`config.mk`:
```
export PLATFORM = sky130hd
export DESIGN_NAME = adder_pipe
export DESIGN_NICKNAME = d
export VERILOG_FILES = /design/src/rtl/adder_pipe.sv
export SDC_FILE = /design/constraint.sdc
export NUM_CORES = 1
export LEC_CHECK = 0
export CAP_MARGIN = 10
export CORE_UTILIZATION = 30
export CTS_BUF_LIST = sky130_fd_sc_hd__clkbuf_4 sky130_fd_sc_hd__clkbuf_8 sky130_fd_sc_hd__clkbuf_16
export DETAILED_ROUTE_END_ITERATION = 10
export GPL_ROUTABILITY_DRIVEN = 0
export PLACE_DENSITY = 0.51
export SLEW_MARGIN = 20
export SYNTH_ARGS = -nofsm -noshare
export SYNTH_HDL_FRONTEND = slang
export SYNTH_SLANG_ARGS = --single-unit
```
`constraint.sdc`:
```
create_clock -name Clk -period 6.11 [get_ports Clk]
set_input_delay 1.5275 -clock Clk [delete_from_list [all_inputs] [get_ports Clk]]
set_output_delay 1.5275 -clock Clk [all_outputs]
set_load 0.02 [all_outputs]
```
`src/rtl/adder_pipe.sv`:
```
// -----------------------------------------------------------------------------
// adder_pipe
//   Pipelined add/subtract unit. Operands are cut into SLICE-bit slices and one
//   slice is resolved per pipeline stage, so the critical path is a single
//   SLICE-bit ripple regardless of WIDTH. The carry is registered between
//   stages; the not-yet-used operand slices ride along in skew registers and
//   the already-resolved result slices accumulate until they land, aligned,
//   in the last stage, which doubles as the output register.
//
//   Latency is STAGES = WIDTH/SLICE cycles, throughput one op per cycle.
//
// Parameters
//   WIDTH  operand/result width (WIDTH % SLICE == 0, WIDTH >= SLICE)
//   SLICE  bits resolved per stage
//
// Ports
//   Clk        in   rising-edge clock
//   Rst_n      in   asynchronous active-low reset
//   In_valid   in   A/B/Cin/Sub carry an operation
//   In_ready   out  unit accepts an operation this cycle
//   A, B       in   operands
//   Cin        in   carry-in for add (ignored for subtract)
//   Sub        in   1: A - B, 0: A + B + Cin
//   Out_valid  out  Sum/Cout/Ovf hold a result
//   Out_ready  in   consumer takes the result this cycle
//   Sum        out  result (wrapped, or saturated on overflow)
//   Cout       out  carry out of the MSB (for subtract: 1 = no borrow)
//   Ovf        out  signed two's-complement overflow
//
// Handshake: a transfer happens on a rising edge where valid && ready are both
//   high. In_ready is combinational: the whole pipe advances when the output
//   register is empty or being drained, otherwise every stage holds.
//
// Configuration
//   ADDER_PIPE_SAT_EN  when defined, Sum saturates on signed overflow
//                      (0111..1 for positive, 1000..0 for negative overflow).
//                      Cout and Ovf always report the raw result.
// -----------------------------------------------------------------------------
module adder_pipe #(
    parameter int WIDTH = 32,
    parameter int SLICE = 8
) (
    input  logic             Clk,
    input  logic             Rst_n,
    input  logic             In_valid,
    output logic             In_ready,
    input  logic [WIDTH-1:0] A,
    input  logic [WIDTH-1:0] B,
    input  logic             Cin,
    input  logic             Sub,
    output logic             Out_valid,
    input  logic             Out_ready,
    output logic [WIDTH-1:0] Sum,
    output logic             Cout,
    output logic             Ovf
);

    localparam int STAGES = WIDTH / SLICE;

    // Global advance: the pipe moves only when the last stage can be vacated.
    logic adv;

    // Per-stage registers. a/b hold the full (pre-inverted) operands so the
    // upcoming slices and the sign bits travel with the op; sum accumulates
    // the resolved slices.
    logic [STAGES-1:0] valid_q, valid_d;
    logic [STAGES-1:0] carry_q, carry_d;
    logic [WIDTH-1:0]  a_q   [STAGES];
    logic [WIDTH-1:0]  a_d   [STAGES];
    logic [WIDTH-1:0]  b_q   [STAGES];
    logic [WIDTH-1:0]  b_d   [STAGES];
    logic [WIDTH-1:0]  sum_q [STAGES];
    logic [WIDTH-1:0]  sum_d [STAGES];
    logic              ovf_q, ovf_d;

    // What each stage sees at its input: stage 0 from the ports, stage k from
    // the registers of stage k-1.
    logic [WIDTH-1:0]  in_a [STAGES];
    logic [WIDTH-1:0]  in_b [STAGES];
    logic [WIDTH-1:0]  in_s [STAGES];
    logic [STAGES-1:0] in_c;
    logic [STAGES-1:0] in_v;

    logic [SLICE:0]    slice_res [STAGES];
    logic [WIDTH-1:0]  raw_sum;
    logic [WIDTH-1:0]  final_sum;

    assign adv = !valid_q[STAGES-1] || Out_ready;

    // -------------------------------------------------------------------------
    // Stage input selection
    // -------------------------------------------------------------------------
    always_comb begin
        for (int k = 0; k < STAGES; k++) begin
            in_a[k] = '0;
            in_b[k] = '0;
            in_s[k] = '0;
        end
        in_c = '0;
        in_v = '0;

        // Subtract is A + ~B + 1: invert B up front and force the carry-in.
        in_a[0] = A;
        in_b[0] = Sub ? ~B : B;
        in_s[0] = '0;
        in_c[0] = Sub ? 1'b1 : Cin;
        in_v[0] = In_valid;

        for (int k = 1; k < STAGES; k++) begin
            in_a[k] = a_q[k-1];
            in_b[k] = b_q[k-1];
            in_s[k] = sum_q[k-1];
            in_c[k] = carry_q[k-1];
            in_v[k] = valid_q[k-1];
        end
    end

    // -------------------------------------------------------------------------
    // Slice adders and final-stage overflow / saturation
    // -------------------------------------------------------------------------
    always_comb begin
        for (int k = 0; k < STAGES; k++) begin
            slice_res[k] = '0;
            sum_d[k]     = '0;
            a_d[k]       = '0;
            b_d[k]       = '0;
        end
        carry_d   = '0;
        valid_d   = '0;
        raw_sum   = '0;
        final_sum = '0;
        ovf_d     = 1'b0;

        for (int k = 0; k < STAGES; k++) begin
            slice_res[k] = {1'b0, in_a[k][k*SLICE +: SLICE]}
                         + {1'b0, in_b[k][k*SLICE +: SLICE]}
                         + {{SLICE{1'b0}}, in_c[k]};
            sum_d[k]                  = in_s[k];
            sum_d[k][k*SLICE +: SLICE] = slice_res[k][SLICE-1:0];
            carry_d[k]                = slice_res[k][SLICE];
            a_d[k]                    = in_a[k];
            b_d[k]                    = in_b[k];
            valid_d[k]                = in_v[k];
        end

        // Overflow needs the operand sign bits, which reached the last stage
        // through the skew registers, and the full raw sum.
        raw_sum = sum_d[STAGES-1];
        ovf_d   = (in_a[STAGES-1][WIDTH-1] == in_b[STAGES-1][WIDTH-1]) &&
                  (raw_sum[WIDTH-1] != in_a[STAGES-1][WIDTH-1]);

        final_sum = raw_sum;
`ifdef ADDER_PIPE_SAT_EN
        // Both operands share a sign when overflow occurs; that sign picks
        // the direction of the clamp.
        if (ovf_d) begin
            if (in_a[STAGES-1][WIDTH-1]) begin
                final_sum = {1'b1, {(WIDTH-1){1'b0}}};
            end else begin
                final_sum = {1'b0, {(WIDTH-1){1'b1}}};
            end
        end
`endif
        sum_d[STAGES-1] = final_sum;
    end

    // -------------------------------------------------------------------------
    // Pipeline registers: all stages load together or all hold.
    // -------------------------------------------------------------------------
    always_ff @(posedge Clk or negedge Rst_n) begin
        if (!Rst_n) begin
            valid_q <= '0;
            carry_q <= '0;
            ovf_q   <= 1'b0;
            for (int k = 0; k < STAGES; k++) begin
                a_q[k]   <= '0;
                b_q[k]   <= '0;
                sum_q[k] <= '0;
            end
        end else if (adv) begin
            valid_q <= valid_d;
            carry_q <= carry_d;
            ovf_q   <= ovf_d;
            for (int k = 0; k < STAGES; k++) begin
                a_q[k]   <= a_d[k];
                b_q[k]   <= b_d[k];
                sum_q[k] <= sum_d[k];
            end
        end
    end

    assign In_ready  = adv;
    assign Out_valid = valid_q[STAGES-1];
    assign Sum       = sum_q[STAGES-1];
    assign Cout      = carry_q[STAGES-1];
    assign Ovf       = ovf_q;

endmodule

```
# After elaboration in Yosys (flattened, before gate mapping)
# Cells that the tools add are included.
[classes] addsub=8 n_eq_ne=2 muxes=2 bitwise_logic=1 n_reduce_logical=3
[op_table] op="$add 8x8->9" count=4
[op_table] op="$add 9x1->9" count=4
[op_table] op="$mux 32" count=1
[op_table] op="$not 32->32" count=1
[op_table] op="$eq 1x1->1" count=1
[op_table] op="$logic_and 1x1->1" count=1
[op_table] op="$logic_not 1->1" count=1
[op_table] op="$logic_or 1x1->1" count=1
[op_table] op="$mux 1" count=1
[op_table] op="$ne 1x1->1" count=1
[word_totals] reg_bits=281 input_bits=70 output_inout_bits=36 elab_cells=29

# Logic depth before layout (Yosys ltp)
# Gate-level depths: netlist (run 1).
[depth] word_depth=4 mapped_depth=11 mapped_depth_nobuf=9

# Worst setup path after synthesis (run 1)
# OpenSTA, ideal clock, no wires.
[synth_path] path_type="input to register" start="input Sub" end="register carry_q[0]" setup_ps=137 arrival_ps=3737 required_ps=5973 path_slack_ps=2236 cell_stages=11 n_path_buf=2 path_cell_list="clkbuf_1 buf_2 or2_2 fa_1 inv_1 fa_1 nor2b_4 o31a_1 o311a_1 o21ai_0 a31oi_1"
[synth_between] elab_chain_cells=3 word_cells_on_any_way=4 cone_classes="add/sub (2); mux (2)"
[synth_rtl] item="start: declaration" line="50" source="input logic Sub,"
[synth_rtl] item="$mux 32" line="104" source="in_b[0] = Sub ? ~B : B;"
[synth_rtl] item="$add 8x8->9" line="136" source="+ {1'b0, in_b[k][k*SLICE +: SLICE]}"
[synth_rtl] item="$add 9x1->9 (*)" line="137" source="+ {{SLICE{1'b0}}, in_c[k]};"
[synth_rtl] item="end signal: assignment" line="182" source="carry_q <= carry_d;"
[synth_rtl] item="end: declaration" line="67" source="logic [STAGES-1:0] carry_q, carry_d;"
# Every way passes the cells marked *; elsewhere a longest branch is shown, timed or not.
# A chain may end at the register's enable or synchronous reset.

# Worst setup path in the final report (run 1)
[layout_path] start="input Out_ready" end="output In_ready"
[layout_between] elab_chain_cells=1
[layout_rtl] item="start: declaration" line="52" source="input logic Out_ready,"
[layout_rtl] item="$logic_or 1x1->1" line="88" source="assign adv = !valid_q[STAGES-1] || Out_ready;"
[layout_rtl] item="end: declaration" line="46" source="output logic In_ready,"
# No other way between the ends.

==> results of run 1 <==
[where the power goes]
part	leakage, nW	total [mW]	switching (mW)	internal (mW)
Combinational	2.37	1.98	1.14	0.847
Sequential	2.24	2.05	0.286	1.77
Clock	0.300	1.15	0.519	0.636
Total	4.91	5.19	1.94	3.25
[metal layers]
layer	share of wire	global-route usage	up-vias
li1	-	-	3113
met1	0.50	0.178	2677
met2	0.45	0.207	85
met3	0.028	0.0236	16
met4	0.013	0.0391	0
met5	0	0	-
[cells by family (layout without fill, tap and decap cells)]
family          Yosys count  in the layout  share of synthesized area
compound gates          119            119                     0.0842
fa+ha+maj                36             36                     0.0611
xor+xnor                 47             47                     0.0493
simple gates            472            472                      0.219
buf+inv                  56            155                     0.0319
other cells               0              1                          0
flops                   185            185                      0.554
[worst min path at each step]
stage	end	slack, ns	cells after the start
finish	valid_q[2]	0.46	2
global route	b_d[51]	0.48	2
CTS	valid_q[2]	0.46	2
detailed placement	valid_q[2]	0.45	2
global placement	valid_q[2]	0.44	2
floorplan	valid_q[2]	0.43	2
[synth_stat cells (7+ instances only)]
| library cell | instances | area [µm²] |
|---|---|---|
| buf_4 | 11 | 82.6 |
| clkbuf_1 | 22 | 82.6 |
| a21oi_1 | 16 | 80.1 |
| ha_1 | 28 | 350 |
| a21o_1 | 7 | 52.6 |
| dfrtp_1 | 185 | 4630 |
| nand2_1 | 431 | 1620 |
| o21ai_0 | 62 | 310 |
| inv_1 | 10 | 37.5 |
| buf_2 | 12 | 60.1 |
| fa_1 | 8 | 160 |
| xor2_1 | 21 | 184 |
| nor2_1 | 15 | 56.3 |
| a211oi_1 | 10 | 75.1 |
| xnor2_1 | 26 | 228 |
| nor3_1 | 11 | 55.1 |
[per-stage QoR]
stage	std cells	area (µm²)	util
after floorplan	915	8350	-
after global placement	1354	9700	0.358
after detailed placement	1354	9700	0.358
after CTS	1386	10300	0.381
after global routing	1387	10300	0.381
final	1387	10300	0.381
[state kept, by name, indices dropped and copies added, names as in the netlist]
signal     cells
a_d           48
b_d           48
carry_q        4
Sum           32
in_s          24
final_sum     24
Ovf            1
valid_q        4
[area by class of cell]
| cell class | count | area, µm² | share of cell area |
|---|---|---|---|
| clock buffers | 18 | 439 | 0.0425 |
| inverters | 11 | 43.8 | 0.00424 |
| multi-input cells | 674 | 3460 | 0.335 |
| well taps | 372 | 465 | 0.0451 |
| clock inverters | 14 | 183 | 0.0177 |
| repair buffers | 112 | 1100 | 0.107 |
| flip-flops and latches | 185 | 4630 | 0.448 |
| diodes | 1 | 2.50 | 0.000242 |
[worst max-delay path, stage by stage]
cell and delay (ns):
clkdlybuf4s50_1 0.44, nor2b_4 0.49, inv_4 0.04, clkdlybuf4s50_1 0.56
==> flow_summary.toml, run 1 <==
[timing]
fmaxAchievable_mhz = 218
hold_viol_final = 0
fin_crit_ns = 4.59
setup_viol = 0
rsz0062_at_grt = "no"
tns_ns = 0
finClkSkew_ns = 0.0114
worstMarginPinSlew_ns = 1.05
setup_ws_ns = 1.52
holdWs_ns = 0.462
finalCritPeriodShare = 0.752
relSlewSlack = 0.303
maxSlewViolCount = 0

[power]
ir_drop_uv = 176
power.total_mw = 5.19
p_leak_nw = 4.91
powerDensity_nw_per_um2 = 503

[routing]
ant_nets = 0
drtIter0Drc = 304
wl_per_cell_um = 12.4
viasPerCell = 4.25
wl_mm = 17.2
drc = 0
vias = 5891
dr.pass1.iters = 4

[critical_path]
endpoint = "In_ready"
crit_start = "Out_ready"
cp.required_ns = 4.58
path_class = "in -> out"
critPathMaxFanout = 22
cp-start-kind = "input pin"
reg2reg_from = "valid_q[3]"
r2r_slack_ns = 3.62
r2r-end = "final_sum[19]"
end_kind = "output pin"
rr_worst_depth = 6
arrival_ns = 3.06

[clocking]
htreeDepth = 4
post_cts_buffers = 0
cts.sinks = 185
clockRootBuffer = "clkbuf_16"
hold_buffers = 0
cts_tree = "yes"
clk_latency_ns = 0.42
clock_path_buffers = 2
cts.clk_slew.worst_paths_ns = 0.07
ctsResizeCount = 0
cts_buffers = 17

[die]
die_y_um = 169
die_w_um = 169
row_count = 60
io-pin-count = 106
start_util = 0.308
die_area_um2 = 28500
core-area_um2 = 27100

[run]
cap_violations = 0

[placement]
pre_cts_slack_ns = 1.49
portBuffers = 105
dp_hpwl_mm = 11.3

[synth]
yosysWarnings = 0
synth_cell_types = 36
netlist_instances = 915
netlist_area_um2 = 8350
postSynth.asyncResetShare = 1.00
synth-edff-count = 0
synthFlopType = "dfrtp_1"
synth.avg_cell_area_um2 = 9.13
synthesis.nets = 1021
ys_ff_latch = 185
yosysSeqAreaShare = 0.554

[layout]
final.fill_count = 2832
syn2layout_area_growth_pct = 23.7
drive_above_1_share = 0.0464
final_common_cell = "nand2_1"
nNetsFinal = 1107
layout_common_cells = "nand2_1, dfrtp_1, clkdlybuf4s50_1, o21ai_0, ha_1"

[grt]
first_global_vias = 5874
track_usage = 0.129
antenna_found_initial = 1
grt_pass1_wl_mm = 29.3
grt_overflow_total = 0
grt_max_degree = 110

[min_path]
worstHoldStart = "valid_q[2]"
hold_path.class = "reg -> reg"

[outcome]
status = "finished clean"
No activity file was read; power rests on OpenSTA's default activity.
==> inputs of run 2 (changes only) <==
==> constraint.sdc (replaced) <==
create_clock -name Clk -period 4.25 [get_ports Clk]
set_input_delay 1.0625 -clock Clk [delete_from_list [all_inputs] [get_ports Clk]]
set_output_delay 1.0625 -clock Clk [all_outputs]
set_load 0.02 [all_outputs]
==> run 2 against run 1 <==
Effect of this change: sequential power grew 44%; wire length is 1.8% higher; clock power increased by 41%; final cell count fell by 0.14%; utilization hardly changed; non-clock buffer count is 1 lower; sequential cell count is the same; die area is the same; power up 44%; worst setup slack worse by 0.64 ns; count of clock-buffer cells in the layout grew 2; combinational power grew 46%; highest routed layer unchanged.
==> flow_summary.toml, run 2 (synthesized netlist as in run 1, its figures left out) <==
[layout]
antenna_cells = 0
layout_common_cells = "nand2_1, dfrtp_1, clkdlybuf4s50_1, o21ai_0, ha_1"
fin_util = 0.381
nNetsFinal = 1106
final_cells = 1385
drive_above_1_share = 0.0454
final_common_cell = "nand2_1"
syn2layout_area_growth_pct = 23.6

[critical_path]
cp-start-kind = "input pin"
r2r_slack_ns = 1.69
cp.required_ns = 3.19
arrival_ns = 2.31
critPathMaxFanout = 2
r2r-end = "final_sum[22]"
reg2reg_from = "carry_q[1]"
rr_worst_depth = 7
end_kind = "output pin"
path_class = "in -> out"

[grt]
grt_pass1_wl_mm = 29.8
track_usage = 0.131
grt_max_degree = 222
grt_overflow_total = 0
first_global_vias = 5888
antenna_found_initial = 0

[timing]
hold_viol_final = 0
worstMarginPinSlew_ns = 0.979
fin_crit_ns = 3.37
tns_ns = 0
setup_viol = 0
relSlewSlack = 0.347
fmaxAchievable_mhz = 297
finalCritPeriodShare = 0.794
rsz0062_at_grt = "no"
finClkSkew_ns = 0.0107
maxSlewViolCount = 0

[power]
powerDensity_nw_per_um2 = 723
ir_drop_uv = 252
p_leak_nw = 4.91
power.total_mw = 7.46

[clocking]
hold_buffers = 0
htreeDepth = 4
ctsResizeCount = 0
cts_tree = "yes"
clk_latency_ns = 0.43
clock_path_buffers = 2
cts.clk_slew.worst_paths_ns = 0.06
cts_buffers = 17
post_cts_buffers = 0
clockRootBuffer = "clkbuf_16"
cts.sinks = 185

[die]
core-area_um2 = 27100
row_count = 60
start_util = 0.308
die_y_um = 169
die_area_um2 = 28500
io-pin-count = 106
die_w_um = 169

[routing]
drtIter0Drc = 387
wl_per_cell_um = 12.7
vias = 5909
viasPerCell = 4.27
ant_nets = 0
wl_mm = 17.5
dr.pass1.iters = 4
drc = 0

[min_path]
hold_path.class = "reg -> reg"
whs_endpoint = "valid_q[2]"
worstHoldStart = "valid_q[2]"
min_path_cells = 2

[outcome]
status = "finished clean"

[placement]
dp_hpwl_mm = 11.2
portBuffers = 105
dp.cells = 1353

[run]
cap_violations = 0
==> run 2: per-layer routing <==
metal  global-route usage  vias to the layer above  routed length (µm)
met3               0.0243                       10                 447
li1                     -                     3098                   -
met5                    0                        -                   0
met1                0.181                     2731                8790
met2                0.210                       70                8120
met4               0.0391                        0                 187
==> run 2: worst max-delay path, stage by stage <==
cell,delay (ns)
clkdlybuf4s50_1,0.51
nor2b_4,0.07
inv_4,0.05
clkdlybuf4s50_1,0.63
==> run 2: worst max-delay path by stage <==
stage | start | to
after floorplan | Sub | carry_q[0]
after global placement | Out_ready | carry_q[3]
final | Out_ready | In_ready
after CTS | Out_ready | In_ready
after global routing | Out_ready | In_ready
after detailed placement | Out_ready | carry_q[3]
==> run 2: metrics by stage <==
step | setup WS [ns] | area (µm²) | hold slack, ns
floorplan | 0.841 | 8350 | 0.430
global placement | 0.658 | 9720 | 0.439
detailed placement | 0.642 | 9720 | 0.448
CTS | 0.850 | 10300 | 0.463
global route | 0.824 | 10300 | 0.481
finish | 0.878 | 10300 | 0.460
==> run 2: final cells by class <==
| cell class | count | area, µm² |
|---|---|---|
| fill | 2782 | 16800 |
| sequential | 185 | 4630 |
| multi-input combinational | 674 | 3460 |
| timing repair buffer | 111 | 1120 |
| tap | 372 | 465 |
| clock buffer | 20 | 460 |
| clock inverter | 12 | 136 |
| inverter | 11 | 43.8 |
==> run 2: report_power, final <==
| group | switching, mW | internal [mW] | total [mW] |
|---|---|---|---|
| Sequential | 0.413 | 2.54 | 2.96 |
| Combinational | 1.65 | 1.23 | 2.89 |
| Clock | 0.704 | 0.914 | 1.62 |
